==> src/rtl/mmcm_drp_reconfig.sv <==
// DRP initiator: holds the MMCM in reset, read-modify-writes a table of DRP registers, then releases and waits for lock.
// Optional readback verify of every write when DRP_VERIFY_EN is defined; all outputs registered, start ignored while busy.
module mmcm_drp_reconfig #(
  parameter int ENTRY_AW     = 4,
  parameter int DRDY_TIMEOUT = 64,
  parameter int LOCK_TIMEOUT = 65535
) (
  input  logic                clk,
  input  logic                reset,
  input  logic                start,
  input  logic [ENTRY_AW:0]   num_entries,
  output logic [ENTRY_AW-1:0] rom_addr,
  input  logic [38:0]         rom_data,
  output logic [6:0]          daddr,
  output logic                den,
  output logic                dwe,
  output logic [15:0]         di,
  input  logic [15:0]         drp_do,
  input  logic                drdy,
  output logic                mmcm_rst,
  input  logic                mmcm_locked,
  output logic                busy,
  output logic                done,
  output logic                error
);

  localparam int TMAX = (LOCK_TIMEOUT > DRDY_TIMEOUT) ? LOCK_TIMEOUT : DRDY_TIMEOUT;
  localparam int CW   = $clog2(TMAX + 1);

  typedef enum logic [3:0] {
    IDLE, ASSERT_RST, FETCH0, FETCH1, RD, RD_WAIT, WR, WR_WAIT,
    VRD, VRD_WAIT, NEXT, RELEASE, WAIT_LOCK
  } state_t;

  state_t            state, state_nx;
  logic [ENTRY_AW:0] idx, count, idx_inc;
  logic [15:0]       keep_mask, wdata;
  logic [CW-1:0]     cnt;
  logic              locked_meta, locked_s;
  logic              fail, finish;
  logic              drdy_to, lock_to;

  assign idx_inc  = idx + (ENTRY_AW+1)'(1);
  assign rom_addr = idx[ENTRY_AW-1:0];
  assign drdy_to  = (cnt == CW'(DRDY_TIMEOUT - 1));
  assign lock_to  = (cnt == CW'(LOCK_TIMEOUT - 1));

  always_ff @(posedge clk or posedge reset) begin
    if (reset) state <= IDLE;
    else       state <= state_nx;
  end

  always_comb begin
    state_nx = state;
    fail     = 1'b0;
    finish   = 1'b0;
    case (state)
      IDLE:       if (start) state_nx = ASSERT_RST;
      ASSERT_RST: state_nx = (count == '0) ? RELEASE : FETCH0;
      FETCH0:     state_nx = FETCH1;
      FETCH1:     state_nx = RD;
      RD:         state_nx = RD_WAIT;
      RD_WAIT: begin
        if (drdy)         state_nx = WR;
        else if (drdy_to) begin fail = 1'b1; state_nx = IDLE; end
      end
      WR:         state_nx = WR_WAIT;
      WR_WAIT: begin
`ifdef DRP_VERIFY_EN
        if (drdy)         state_nx = VRD;
`else
        if (drdy)         state_nx = NEXT;
`endif
        else if (drdy_to) begin fail = 1'b1; state_nx = IDLE; end
      end
`ifdef DRP_VERIFY_EN
      VRD:        state_nx = VRD_WAIT;
      VRD_WAIT: begin
        // di still holds the value just written, so it is the reference for the readback
        if (drdy) begin
          if (drp_do != di) begin fail = 1'b1; state_nx = IDLE; end
          else              state_nx = NEXT;
        end else if (drdy_to) begin fail = 1'b1; state_nx = IDLE; end
      end
`endif
      NEXT:       state_nx = (idx_inc == count) ? RELEASE : FETCH0;
      RELEASE:    state_nx = WAIT_LOCK;
      WAIT_LOCK: begin
        if (locked_s)     begin finish = 1'b1; state_nx = IDLE; end
        else if (lock_to) begin fail = 1'b1; state_nx = IDLE; end
      end
      default:    state_nx = IDLE;
    endcase
  end

  always_ff @(posedge clk or posedge reset) begin
    if (reset) begin
      idx         <= '0;
      count       <= '0;
      keep_mask   <= '0;
      wdata       <= '0;
      cnt         <= '0;
      daddr       <= '0;
      den         <= 1'b0;
      dwe         <= 1'b0;
      di          <= '0;
      mmcm_rst    <= 1'b0;
      busy        <= 1'b0;
      done        <= 1'b0;
      error       <= 1'b0;
      locked_meta <= 1'b0;
      locked_s    <= 1'b0;
    end else begin
      locked_meta <= mmcm_locked;
      locked_s    <= locked_meta;
      done        <= finish;
      // den/dwe look ahead at the next state so the strobe lines up with the RD/WR/VRD cycle itself
      den         <= (state_nx == RD) || (state_nx == WR) || (state_nx == VRD);
      dwe         <= (state_nx == WR);

      if (state == IDLE && start) begin
        count    <= num_entries;
        idx      <= '0;
        error    <= 1'b0;
        busy     <= 1'b1;
        mmcm_rst <= 1'b1;
      end
      if (state == FETCH1) begin
        daddr     <= rom_data[38:32];
        keep_mask <= rom_data[31:16];
        wdata     <= rom_data[15:0];
      end
      if (state == RD_WAIT && drdy)
        di <= (drp_do & keep_mask) | (wdata & ~keep_mask);
      if (state == NEXT)    idx      <= idx_inc;
      if (state == RELEASE) mmcm_rst <= 1'b0;

      if (state == RD || state == WR || state == VRD || state == RELEASE)
        cnt <= '0;
      else if (state == RD_WAIT || state == WR_WAIT || state == VRD_WAIT || state == WAIT_LOCK)
        cnt <= cnt + CW'(1);

      if (finish) busy <= 1'b0;
      if (fail) begin
        error    <= 1'b1;
        mmcm_rst <= 1'b0;
        busy     <= 1'b0;
      end
    end
  end

endmodule
==> config.mk <==
export PLATFORM = sky130hd
export DESIGN_NAME = mmcm_drp_reconfig
export DESIGN_NICKNAME = d
export VERILOG_FILES = /design/src/rtl/mmcm_drp_reconfig.sv
export SDC_FILE = /design/constraint.sdc
export NUM_CORES = 1
export LEC_CHECK = 0
export ABC_AREA = 1
export CORE_UTILIZATION = 35
export DETAILED_ROUTE_END_ITERATION = 8
export HOLD_SLACK_MARGIN = 0.15
export PLACE_DENSITY = 0.69
export SLEW_MARGIN = 20
export SYNTH_ARGS = -nofsm -noshare
export SYNTH_HDL_FRONTEND = slang
export SYNTH_SLANG_ARGS = --single-unit
==> constraint.sdc <==
create_clock -name clk -period 5.65 [get_ports clk]
set_input_delay 1.4125 -clock clk [delete_from_list [all_inputs] [get_ports clk]]
set_output_delay 1.4125 -clock clk [all_outputs]
set_load 0.005 [all_outputs]
==> metrics.md <==
| Metric | Value |
|---|---|
| Post-CTS Hold Buffers | `0` |
| Hpwl dp | `7.73 mm` |
| Layout Nets | `662` |
| Clock Sinks | `just over 90` |
| Final Cycle Share | `0.482` |
| Syn avg cell area | `8.94 um^2` |
| RSZ-0062 raised after global routing | `false` |
| Worst VDD drop | `243 uV` |
| Number of vias per cell | `about 4.8` |
| Clock share of power | `0.216` |
| Required time worst endpoint | `roughly 4.2 ns` |
| Area delta synth->final | `31.2%` |
| CP Launch Point | `idx[2]` |
| Biggest area consumer among synthesized cells | `dfrtp_1` |
| Sum of buffers and inverters on the critical path | `1` |
| Busiest grt layer | `met2` |
| Die height | `between 100 and 150 um` |
| Most used DFF post-synth | `dfrtp_1` |
| I/O Buffers | `between 90 and 100` |
| Initial antenna violation count | `0` |
| Clock latency at the later pin of the worst-skew pair | `0.34 ns` |
| Worst path arrival time | `between 1 and 1.5 ns` |
| HP Class | `reg2reg` |
| Type of the worst setup path | `reg2out` |
| # resized after CTS | `0` |
| H-Tree Depth | `3` |
| Switch share | `0.349` |
| DR WL/cell | `~14 um` |
| Ports | `98` |
| Routed WL | `10.4 mm` |
| Status | `complete, no violations` |
| Worst rel slew slack | `0.379` |
| Ant diodes | `0` |
| Synthesis Warnings | `0` |
| Die Wd | `115 um` |
| Worst reg2reg startpoint | `state[3]` |
| Layout cells sized above 1 | `0.120` |
| Flops & latches, synth | `93` |
| Placed cell area | `0.00556 mm^2` |
| Drt first pass iters | `4` |
| Post-Syn Area | `0.00446 mm^2` |
| Pwr dens | `464 mW/mm^2` |
| Post-route DRC | `0` |
| R2r endpoint | `daddr[1]` |
| Finished Cell Area | `around 0.0059 mm^2` |
| Worst-path clk slew | `0.07 ns` |
| DR vias | `~3,700` |
| TritonCTS buffer count | `9` |
| Number of max-cap violations | `0` |
| Antenna viol nets, final | `0` |
| Initial DRC count | `roughly 270` |
| Max-slew violations | `0` |
| Clk_skew | `0.00834 ns` |
| Sequential fraction of design power | `0.408` |
| Worst-margin pin slew | `0.929 ns` |
| Post-synth EDFFs | `0` |
| Pleak | `0.00263 uW` |
| CP max stage cell | `clkdlybuf4s50_1` |
| Root Buffer | `clkbuf_16` |
| GR met1 Demand/Resource | `0.214` |
| R2r setup slk | `3.70 ns` |
| GR Util All Layers | `0.169` |
| CP peak stage delay | `0.54 ns` |
| Ys async rst share | `1.00` |
| Synthesized Nets | `approximately 570` |
| Fill cell count | `1,171` |
| CP delay by family, top | `buffers and inverters` |
| Met3 Track Usage GR | `0.0295` |
| Effective utilization at floorplan | `0.365` |
| Synth top area cells | `dfrtp_1 (52%), nand2_1 (10%), mux2_2 (9.6%)` |
| Wire length of the first global-routing pass | `17.6 mm` |
| Largest net degree at the start of global routing | `51` |
| Met2 usage | `0.294` |
| Combinational power share | `0.376` |
| Total internal power | `1770 uW` |
| Crit path to | `rom_addr[2]` |
| Setup TNS | `0 ns` |
| Final GP Congestion | `roughly 0.9` |
| Most common library cells after synthesis | `nand2_1 (124), dfrtp_1 (93), inv_1 (52)` |
| Setup Fix Bufs, Post-CTS | `0` |
| Vias in the first global route | `3,740` |
| Cell Rows | `40` |
| Most common cell in the netlist | `nand2_1` |
| Crit path depth | `1` |
| Crit path cell chain | `clkdlybuf4s50_1` |
| CP endpoint kind | `output pin` |
| Fmax | `367 MHz` |
| Die Footprint | `0.0132 mm^2` |
| Final setup vio count | `0` |
| FF-to-FF path depth | `3` |
| Net Switching | `about 950 uW` |
| Nature of the critical path startpoint | `flip-flop` |
| Min Tclk post-route | `2.72 ns` |
| Count of cell types in the netlist | `29` |
| Worst-path fanout max | `7` |
| CTS tree | `yes` |
| Core ar. | `0.0122 mm^2` |
| Top cell type's share of synthesized area | `0.521` |
| Cell count after synthesis | `499` |
| GRT Residual Overflow | `0` |
| Clock Path Buffers | `2` |
| Final hold vios | `0` |
| Sequential fraction of the synthesis area | `0.521` |
## cell families after synthesis
kind of cell,count (synthesis),synth area share
AND/OR/NAND/NOR,223,0.219
flip-flops,93,0.521
buffers and inverters,71,0.0687
AO/OA/AOI/OAI,70,0.0847
multiplexers,38,0.0959
adder cells (fa/ha/maj),3,0.00841
XOR/XNOR,1,0.00196
## sequential cells by signal, summed over array words and instances, names as in the netlist
| signal | flops |
|---|---|
| count | 5 |
| locked_meta | 1 |
| mmcm_rst | 1 |
| dwe | 1 |
| error | 1 |
| wdata | 16 |
| busy | 1 |
| daddr | 7 |
| state | 4 |
| locked_s | 1 |
| done | 1 |
| den | 1 |
| idx | 5 |
| keep_mask | 16 |
| cnt | 16 |
| di | 16 |
## through the flow
stage / instances / setup slack (ns) / hold slack [ns] / utilization / total power [uW]
after floorplan: 499 / 1.82 / 0.331 / - / 1750
after global routing: 767 / 2.77 / 0.368 / 0.479 / 2920
after global placement: 751 / 2.63 / 0.334 / 0.456 / 2110
after CTS: 767 / 2.91 / 0.363 / 0.479 / 2740
after detailed placement: 751 / 2.57 / 0.346 / 0.456 / 2140
final: 767 / 2.93 / 0.362 / 0.479 / 2710
## cell usage in the layout, fill, tap and decap left out, types with 2 or more instances in the layout
cell type | netlist | layout
o22ai_1 | 3 | 3
inv_8 | 0 | 3
clkdlybuf4s50_1 | 0 | 97
inv_1 | 52 | 51
o21ai_0 | 32 | 32
and2_1 | 2 | 2
dfrtp_1 | 93 | 93
ha_1 | 3 | 3
nand4_1 | 17 | 17
nor2_4 | 4 | 4
o21bai_1 | 2 | 2
clkinvlp_4 | 0 | 2
nor2_1 | 41 | 41
a21oi_1 | 11 | 11
mux2_2 | 38 | 38
inv_2 | 5 | 5
nor3_1 | 5 | 5
clkbuf_16 | 0 | 9
o21ai_1 | 19 | 19
nand3_1 | 24 | 24
nand2_2 | 2 | 3
nand2_1 | 124 | 123
## final cells by class
type | count | area, um^2 | share of cell area
tap | 168 | 210 | 0.0359
inverter | 57 | 215 | 0.0368
timing repair buffer | 98 | 978 | 0.167
sequential | 93 | 2330 | 0.398
multi-input combinational | 335 | 1830 | 0.313
clock buffer | 9 | 225 | 0.0385
clock inverter | 7 | 66.3 | 0.0113
## metal layers
| metal | share of wire | up-vias |
|---|---|---|
| li1 | - | 1818 |
| met1 | 0.44 | 1766 |
| met2 | 0.51 | 83 |
| met3 | 0.038 | 7 |
| met4 | 0.0093 | 0 |
| met5 | 0 | - |
## power groups by stage
stage / combinational (uW) / sequential [uW] / clock [uW]
finish: 1020 / 1110 / 587
global route: 1140 / 1150 / 631
CTS: 1030 / 1110 / 603
detailed placement: 1030 / 1120 / 0
global placement: 997 / 1110 / 0
floorplan: 665 / 1090 / 0
## how the worst min path moves through the flow
stage | from | end | cells past startpoint
floorplan | locked_meta | locked_s | 0
global placement | locked_meta | locked_s | 0
detailed placement | locked_meta | locked_s | 0
CTS | locked_meta | locked_s | 0
global route | locked_meta | locked_s | 0
finish | locked_meta | locked_s | 0
No activity file was read; power rests on OpenSTA's default activity.
